<file path="src/rtl/io_uart_pkg.sv">
`default_nettype none
// ============================================================================
// Module      : io_uart_pkg
// Description : Shared constants and types for the dual-lane UART TX queue
//               IO slave. Holds the IO word-address bit indices, the status
//               word bit positions and the halt sequencing state type.
// Revision    : 1.0 - initial release
// ============================================================================
package io_uart_pkg;

    // One-hot bit positions within the word address addr[15:2]
    localparam int IO_LEDS      = 0;
    localparam int IO_UART_DAT  = 1;
    localparam int IO_UART_CTRL = 2;
    localparam int IO_HALT      = 3;

    // Bit positions within the status read word
    localparam int BUSY_BIT = 9;
    localparam int OVF_BIT  = 10;

    typedef enum logic [1:0] {
        RUN    = 2'd0,
        DRAIN  = 2'd1,
        HALTED = 2'd2
    } halt_state_t;

endpackage : io_uart_pkg
`default_nettype wire

</file>
<file path="src/rtl/io_uart_txq_fifo2w1r.sv">
`default_nettype none
// ============================================================================
// Module      : txq_fifo2w1r
// Description : Byte FIFO with two write ports and one read port. When both
//               write ports fire in one cycle, port a is older and lands in
//               the lower slot. Bytes that do not fit are dropped and flagged.
//               Free-space decisions use the occupancy before any same-cycle
//               read, so a full FIFO never accepts a byte even while popping.
// Ports       : clk, resetn      - clock, synchronous active-low reset
//               wr_a/din_a       - write port a (older)
//               wr_b/din_b       - write port b (younger)
//               rd               - pop request (ignored when empty)
//               dout             - head byte, zero when empty
//               empty            - no bytes held
//               free             - free entries
//               dropped          - a requested write was rejected this cycle
// Revision    : 1.0 - initial release
// ============================================================================
module txq_fifo2w1r #(
    parameter int DEPTH = 8,
    parameter int AW    = $clog2(DEPTH)
) (
    input  logic          clk,
    input  logic          resetn,
    input  logic          wr_a,
    input  logic [7:0]    din_a,
    input  logic          wr_b,
    input  logic [7:0]    din_b,
    input  logic          rd,
    output logic [7:0]    dout,
    output logic          empty,
    output logic [AW:0]   free,
    output logic          dropped
);

    localparam logic [AW:0] c_depth = (AW+1)'(DEPTH);

    logic [7:0]    r_mem [DEPTH];
    logic [AW-1:0] r_wptr;
    logic [AW-1:0] r_rptr;
    logic [AW:0]   r_count;

    logic          w_acc_a;
    logic          w_acc_b;
    logic          w_pop;
    logic [AW-1:0] w_wptr_b;

    assign free  = c_depth - r_count;
    assign empty = (r_count == '0);

    // b needs one more free slot than a already consumed this cycle
    assign w_acc_a  = wr_a && (free != '0);
    assign w_acc_b  = wr_b && (free > (AW+1)'(w_acc_a));
    assign w_pop    = rd && !empty;
    assign w_wptr_b = r_wptr + AW'(w_acc_a);

    assign dropped = (wr_a && !w_acc_a) || (wr_b && !w_acc_b);
    assign dout    = empty ? 8'h00 : r_mem[r_rptr];

    always_ff @(posedge clk) begin
        if (w_acc_a) begin
            r_mem[r_wptr] <= din_a;
        end
        if (w_acc_b) begin
            r_mem[w_wptr_b] <= din_b;
        end
    end

    // Pointers wrap naturally because DEPTH is a power of two
    always_ff @(posedge clk) begin
        if (!resetn) begin
            r_wptr  <= '0;
            r_rptr  <= '0;
            r_count <= '0;
        end else begin
            r_wptr  <= r_wptr + AW'(w_acc_a) + AW'(w_acc_b);
            r_rptr  <= r_rptr + AW'(w_pop);
            r_count <= r_count + (AW+1)'(w_acc_a) + (AW+1)'(w_acc_b) - (AW+1)'(w_pop);
        end
    end

endmodule : txq_fifo2w1r
`default_nettype wire

</file>
<file path="src/rtl/io_uart_txq.sv">
`default_nettype none
// ============================================================================
// Module      : io_uart_txq
// Description : Dual-lane memory-mapped IO slave. Merges UART byte writes from
//               both core lanes (a older than b) into a shared FIFO drained
//               to the UART emitter, and owns the LED register, UART status
//               readback and halt sequencing (halt waits for the queue to
//               empty).
// Ports       : clk, resetn                 - clock, sync active-low reset
//               a_IO_mem_* / b_IO_mem_*     - lane a / lane b IO bus
//               uart_data/valid/ready       - byte stream to emitter
//               leds                        - LED register
//               halt                        - system stop
// Revision    : 1.0 - initial release
// ============================================================================
module io_uart_txq
    import io_uart_pkg::*;
#(
    parameter int DEPTH = 8,
    parameter int AW    = $clog2(DEPTH)
) (
    input  logic        clk,
    input  logic        resetn,
    input  logic        a_IO_mem_wr,
    input  logic [31:0] a_IO_mem_addr,
    input  logic [31:0] a_IO_mem_wdata,
    output logic [31:0] a_IO_mem_rdata,
    input  logic        b_IO_mem_wr,
    input  logic [31:0] b_IO_mem_addr,
    input  logic [31:0] b_IO_mem_wdata,
    output logic [31:0] b_IO_mem_rdata,
    output logic [7:0]  uart_data,
    output logic        uart_valid,
    input  logic        uart_ready,
    output logic [7:0]  leds,
    output logic        halt
);

    logic [13:0]  w_a_word;
    logic [13:0]  w_b_word;
    logic         w_a_uart;
    logic         w_b_uart;
    logic         w_halt_req;
    logic         w_empty;
    logic [AW:0]  w_free;
    logic         w_dropped;
    logic [31:0]  w_status;
    logic         w_unused;

    halt_state_t  r_state;
    halt_state_t  w_state_next;
    logic         r_ovf;
    logic [7:0]   r_leds;

    assign w_a_word = a_IO_mem_addr[15:2];
    assign w_b_word = b_IO_mem_addr[15:2];

    // Once halted the UART path is closed; only LED writes still land
    assign w_a_uart = a_IO_mem_wr && w_a_word[IO_UART_DAT] && (r_state != HALTED);
    assign w_b_uart = b_IO_mem_wr && w_b_word[IO_UART_DAT] && (r_state != HALTED);
    assign w_halt_req = (a_IO_mem_wr && w_a_word[IO_HALT]) ||
                        (b_IO_mem_wr && w_b_word[IO_HALT]);

    txq_fifo2w1r #(
        .DEPTH (DEPTH),
        .AW    (AW)
    ) u_fifo (
        .clk     (clk),
        .resetn  (resetn),
        .wr_a    (w_a_uart),
        .din_a   (a_IO_mem_wdata[7:0]),
        .wr_b    (w_b_uart),
        .din_b   (b_IO_mem_wdata[7:0]),
        .rd      (uart_ready),
        .dout    (uart_data),
        .empty   (w_empty),
        .free    (w_free),
        .dropped (w_dropped)
    );

    assign uart_valid = !w_empty;

    // Busy while fewer than two slots are free, so a single poll guarantees
    // room for a same-cycle pair from both lanes
    always_comb begin
        w_status           = '0;
        w_status[BUSY_BIT] = (w_free < (AW+1)'(2));
        w_status[OVF_BIT]  = r_ovf;
    end

    assign a_IO_mem_rdata = w_a_word[IO_UART_CTRL] ? w_status : '0;
    assign b_IO_mem_rdata = w_b_word[IO_UART_CTRL] ? w_status : '0;

    always_ff @(posedge clk) begin
        if (!resetn) begin
            r_leds <= '0;
            r_ovf  <= 1'b0;
        end else begin
            // b is the younger instruction, so its LED write takes effect last
            if (b_IO_mem_wr && w_b_word[IO_LEDS]) begin
                r_leds <= b_IO_mem_wdata[7:0];
            end else if (a_IO_mem_wr && w_a_word[IO_LEDS]) begin
                r_leds <= a_IO_mem_wdata[7:0];
            end
            if (w_dropped) begin
                r_ovf <= 1'b1;
            end
        end
    end

    assign leds = r_leds;

    always_ff @(posedge clk) begin
        if (!resetn) begin
            r_state <= RUN;
        end else begin
            r_state <= w_state_next;
        end
    end

    always_comb begin
        w_state_next = r_state;
        case (r_state)
            RUN:     if (w_halt_req) w_state_next = DRAIN;
            DRAIN:   if (w_empty && uart_ready) w_state_next = HALTED;
            HALTED:  w_state_next = HALTED;
            default: w_state_next = RUN;
        endcase
    end

    assign halt = (r_state == HALTED);

    assign w_unused = ^{a_IO_mem_addr[31:16], a_IO_mem_addr[1:0], w_a_word[13:4],
                        b_IO_mem_addr[31:16], b_IO_mem_addr[1:0], w_b_word[13:4],
                        a_IO_mem_wdata[31:8], b_IO_mem_wdata[31:8]};

endmodule : io_uart_txq
`default_nettype wire

</file>
<file path="config.mk">
export PLATFORM = sky130hd
export DESIGN_NAME = io_uart_txq
export DESIGN_NICKNAME = d
export VERILOG_FILES = /design/src/rtl/io_uart_pkg.sv /design/src/rtl/io_uart_txq_fifo2w1r.sv /design/src/rtl/io_uart_txq.sv
export SDC_FILE = /design/constraint.sdc
export NUM_CORES = 1
export LEC_CHECK = 0
export CAP_MARGIN = 20
export CORE_ASPECT_RATIO = 1.5
export CORE_MARGIN = 2
export CORE_UTILIZATION = 44
export DETAILED_ROUTE_END_ITERATION = 10
export HOLD_SLACK_MARGIN = 0.03
export PLACE_DENSITY = 0.82
export REMOVE_ABC_BUFFERS = 1
export SYNTH_ARGS = -nofsm -noshare
export SYNTH_HDL_FRONTEND = slang
export SYNTH_HIERARCHICAL = 1
export SYNTH_SLANG_ARGS = --single-unit
</file>
<file path="constraint.sdc">
create_clock -name clk -period 4.48 [get_ports clk]
set_input_delay 0.896 -clock clk [delete_from_list [all_inputs] [get_ports clk]]
set_output_delay 0.896 -clock clk [all_outputs]
set_load 0.02 [all_outputs]
</file>
* After elaboration in Yosys (flattened, before gate mapping)
Memory sizes are Yosys's and may differ from the RTL's. A register that Yosys moved wholly into a read port is not among the register bits. Cells that the tools add are included.
Storage, ports and cells: bits in registers 21, memory bits (writable) 64, bits of input ports 133, output and inout port bits 82, word-level logic and storage cells 58, memories kept 1
Cells by class: $add $sub $neg 7, order comparisons 2, eq/ne operators 5, multiplexer cells 13, reduce and logical (&&, ||, !) cells 24
Memory list:
- u_fifo.r_mem | depth 8, width 8, read ports 1, clocked after memory_dff 1, write ports 2, RTL line io_uart_txq_fifo2w1r.sv:38 | logic [7:0] r_mem [DEPTH];
Operator list (count):
- 8-bit 2-to-1 mux | 3
- 11-bit 2-to-1 mux | 2
- 1-bit logical AND | 14
- 3-bit by 1-bit adder with 3-bit output | 3
- 4-bit by 1-bit adder with 4-bit output | 2
- 2-bit != test (second input constant) | 3
- 2-bit case mux with 3 select lines | 1
- 4-bit by 1-bit > comparator with 1-bit output | 1
- 4-bit logical NOT | 1
- 4-bit by 2-bit < comparator with 1-bit output (second input constant) | 1
- 1-bit 2-to-1 mux | 4
- 2-bit 2-to-1 mux | 2
- 4-bit nonzero test | 1
- 4-bit by 1-bit subtractor with 4-bit output | 1
- 4-bit subtractor (first input constant) | 1
- 1-bit logical NOT | 3
- 3-bit 2-to-1 mux | 1
- 2-bit by 1-bit == test with 1-bit output (second input constant) | 1
- 2-bit == test (second input constant) | 1
- 2-bit logical NOT | 1
- 1-bit logical OR | 2
- 2-bit AND reduction | 1
- 2-bit nonzero test | 1

* Depth between registers and ports, before layout
word-level depth 8, gate-level depth with buffers 17, mapped depth without buffers 15

* Cells and area by module
Netlist, hierarchy kept.
By module, submodules not included:
- txq_fifo2w1r | times used 1, cells an instance 273, area an instance 4177.8 um^2, sequential area each 2122.0 um^2
- io_uart_txq | times used 1, cells an instance 134, area an instance 1054.8 um^2, sequential area each 220.2 um^2

* Worst setup path before layout
No wires, ideal clock.
kind register to register, start register u_fifo.r_count[1], end register u_fifo.r_count[2], library setup time 115 ps, arrival time 3548 ps, required time 4365 ps, path slack 817 ps, cell stages (with the launch flop) 18, buffers on the path 2, period minus slack after synthesis 3663 ps, cells stage by stage dfxtp_1 > inv_1 > ha_1 > nand2b_4 > xnor2_4 > and3_2 > buf_2 > nor2b_1 > ha_1 > o21ba_2 > and2_1 > buf_2 > a21boi_0 > fa_1 > inv_1 > fa_1 > xor2_1 > and2_1
Between the ends: longest elaborated chain between the ends 7, elaborated cells on any way between the ends 11, classes of those cells add/sub (4); order compare (1); reduce/logical (6)
RTL lines:
- from (decl) | RTL line io_uart_txq_fifo2w1r.sv:41 | logic [AW:0] r_count;
- from (signal assigned) | RTL line io_uart_txq_fifo2w1r.sv:78 | r_count <= r_count + (AW+1)'(w_acc_a) + (AW+1)'(w_acc_b) - (AW+1)'(w_pop);
- 4-bit subtractor | RTL line io_uart_txq_fifo2w1r.sv:48 | assign free = c_depth - r_count;
- 4-bit nonzero test | RTL line io_uart_txq_fifo2w1r.sv:52 | assign w_acc_a = wr_a && (free != '0);
- 1-bit logical AND | RTL line io_uart_txq_fifo2w1r.sv:52
- 4-bit by 1-bit > comparator with 1-bit output | RTL line io_uart_txq_fifo2w1r.sv:53 | assign w_acc_b = wr_b && (free > (AW+1)'(w_acc_a));
- 1-bit logical AND | RTL line io_uart_txq_fifo2w1r.sv:53
- 4-bit by 1-bit adder with 4-bit output | RTL line io_uart_txq_fifo2w1r.sv:78
- 4-bit by 1-bit subtractor with 4-bit output (*) | RTL line io_uart_txq_fifo2w1r.sv:78
Every way passes the cells marked *; elsewhere a longest branch is shown, timed or not. A chain may end at the register's enable or synchronous reset.

* Final worst setup path
Same ends and word-level chain as after synthesis.

==> metrics.md <==
| Metric | Value |
|---|---|
| Fmax | 0.2608 GHz |
| Final ANT Viol Nets | 0 |
| VDD IR max | 0.0003001 V |
| Hold Path Class | reg -> reg |
| Chip Width | 92.98 µm |
| Clock Pin Slew Worst Setup and Hold Paths | 0.06 ns |
| Crit start category | register |
| Core ar. | 11530 µm² |
| Crit end category | register |
| Total gr overflow | 0 |
| Post-Place Cell Area | 5693 µm² |
| Wire per inst | 18.33 µm |
| Vias per inst | 5.364 |
| Vias in the first global route | 3352 |
| Avg Cell Area, Syn | 12.87 µm² |
| Max-Cap Viols | 0 |
| Max_slew headroom | 27.98% |
| Final Cell Area | 5947 µm² |
| Syn-to-layout area delta | 13.82% |
| Endpoints failing setup | 0 |
| Power Density | 525.5 nW/µm² |
| IO Port Bufs | 50 |
| Initial DRC Count | 185 |
| First-pass GRT wire length | 17.84 mm |
| Hold depth | 2 |
| Worst path depth | 15 |
| Clk root buf | clkbuf_16 |
| Num ports | 215 |
| Total CTS buffers | 9 |
| Yosys warnings | 6 |
| CP cell instances | inv_1, ha_1, nand2b_4, xnor2_4, and3_2, nor2b_1, ha_1, o21ba_2, and2_1, a21boi_0, fa_1, inv_1, fa_1, xor2_1, and2_1 |
| CP Data Arrival Time | 4.06 ns |
| CTS tree | done |
| GRT Total Usage | 18.84% |
| CTS Buffer Depth | 2 |
| PostCTS Resize Cnt | 0 |
| Final-layout fill cell count | 962 |
| Via count | 3331 |
| # hold bufs at CTS | 0 |
| Clk sink count | 85 |
| Worst skew pair latency | 0.33 ns |
| R2R depth | 15 |
| RSZ-0062 raised after global routing | no |
| Cells after synthesis | 406 |
| Worst Max-Slew Pin Slew | 1.078 ns |
| Diode count | 0 |
| Period utilisation layout | 85.57% |
| CP max-delay cell | xnor2_4 |
| Die Span Y | 137.5 µm |
| Routed wire length | 11.38 mm |
| Crit path time final | 3.834 ns |
| Post-CTS Setup Inserts | 0 |
| Final Core Density | 51.57% |
| Detailed placement HPWL | 8.116 mm |
| Clock skew | 0.006469 ns |
| Synthesized area | 5225 µm² |
| Status | finished clean |
| Final total power | 3.125 mW |
| Layout cell share with drive strength beyond 1 | 24.84% |
| Crit Path Category | reg -> reg |
| Slew Viols, Final | 0 |
| Critical Path Fanout Max | 10 |
| CP top delay family | adder cells |
| Largest net degree at the start of global routing | 18 |
| DRC | 0 |
| CP Buf/Inv Count | 2 |
| Leakage | 2.173 nW |
| Antenna violations before repair | 0 |
| Max H-tree Level | 3 |
| Initial core utilization | 45.31% |
| CP peak stage delay | 0.41 ns |
| TNS Setup | 0 ns |
| Row count | 48 |
| Drt pass-1 iters | 4 |
| Final #Nets | 618 |
| Final Hold Vio Count | 0 |
| Gpl congestion | 0.8210 |
| Final worst slack | 0.6464 ns |
| Die Area | 12780 µm² |
| Place WS | 0.3917 ns |
| Critical Path RT | 4.71 ns |
[metal layers]
metal | up-vias | routed length [µm] | global-route usage [%]
li1 | 1507 | - | -
met1 | 1600 | 4105 | 22.10
met2 | 197 | 5907 | 32.65
met3 | 27 | 1000 | 3.939
met4 | 0 | 369 | 9.314
met5 | - | 0 | 0
[metrics by stage]
| step | instances | hold WS, ns |
|---|---|---|
| finish | 621 | 0.4940 |
| floorplan | 392 | 0.4459 |
| global placement | 604 | 0.4626 |
| CTS | 621 | 0.4972 |
| detailed placement | 605 | 0.4887 |
| global route | 621 | 0.5244 |
[power breakdown]
part | leakage [nW] | internal (mW) | switching, mW | total, mW
combinational | 1.29 | 0.613 | 0.811 | 1.42
clock | 0.125 | 0.374 | 0.273 | 0.647
sequential | 0.753 | 0.987 | 0.0679 | 1.05
[final timing paths]
check	startpoint	to	slack [ns]
setup / recovery	u_fifo/r_count[1]	u_fifo/r_count[2]	0.65
hold / removal	r_state[1]	r_state[1]	0.49
setup reg to reg	u_fifo/r_count[1]	u_fifo/r_count[2]	0.65
hold reg to reg	r_state[1]	r_state[1]	0.49
[layout make-up]
type	instances	area [µm²]	share of cell area, %
multi-input cells	292	2506	42.14
flip-flops and latches	85	2342	39.39
repair buffers	63	595.6	10.01
clock buffers	14	244.0	4.103
well taps	150	187.7	3.156
inverters	15	61.31	1.031
clock inverters	2	10.01	0.1683
[sequential cells by signal, indices dropped and copies added (netlist names)]
name / cells
u_fifo/r_count: 4
u_fifo/r_wptr: 3
u_fifo/r_mem: 64
u_fifo/r_rptr: 3
r_ovf: 1
r_state: 2
leds: 8
[worst reg2reg max path, cell delays in order (launching register included)]
cell and delay, ns:
dfxtp_1 0.34, inv_1 0.15, ha_1 0.22, nand2b_4 0.08, xnor2_4 0.41, and3_2 0.39
nor2b_1 0.11, ha_1 0.27, o21ba_2 0.22, and2_1 0.16, a21boi_0 0.36, fa_1 0.27
inv_1 0.06, fa_1 0.38, xor2_1 0.17, and2_1 0.15
[cells in the final DEF, fill, tap and decap left out, drive strengths merged, types with 2 or more instances in the layout]
| cell | instances |
|---|---|
| edfxtp | 64 |
| mux2 | 64 |
| conb | 60 |
| clkdlybuf4s50 | 50 |
| dfxtp | 21 |
| nor2 | 19 |
| ha | 17 |
| nand2 | 16 |
| mux4 | 16 |
| and2 | 15 |
| inv | 14 |
| clkbuf | 14 |
| buf | 13 |
| nand3 | 10 |
| mux2i | 9 |
| a311oi | 8 |
| nor3 | 6 |
| a21oi | 6 |
| o21bai | 5 |
| xor2 | 4 |
| nor2b | 4 |
| o21ai | 4 |
| o41ai | 4 |
| xnor2 | 4 |
| nand2b | 4 |
| nand4 | 3 |
| or3 | 3 |
| clkinv | 3 |
| a21boi | 2 |
| a22oi | 2 |
| fa | 2 |
Power figures use the tool's default switching activity.
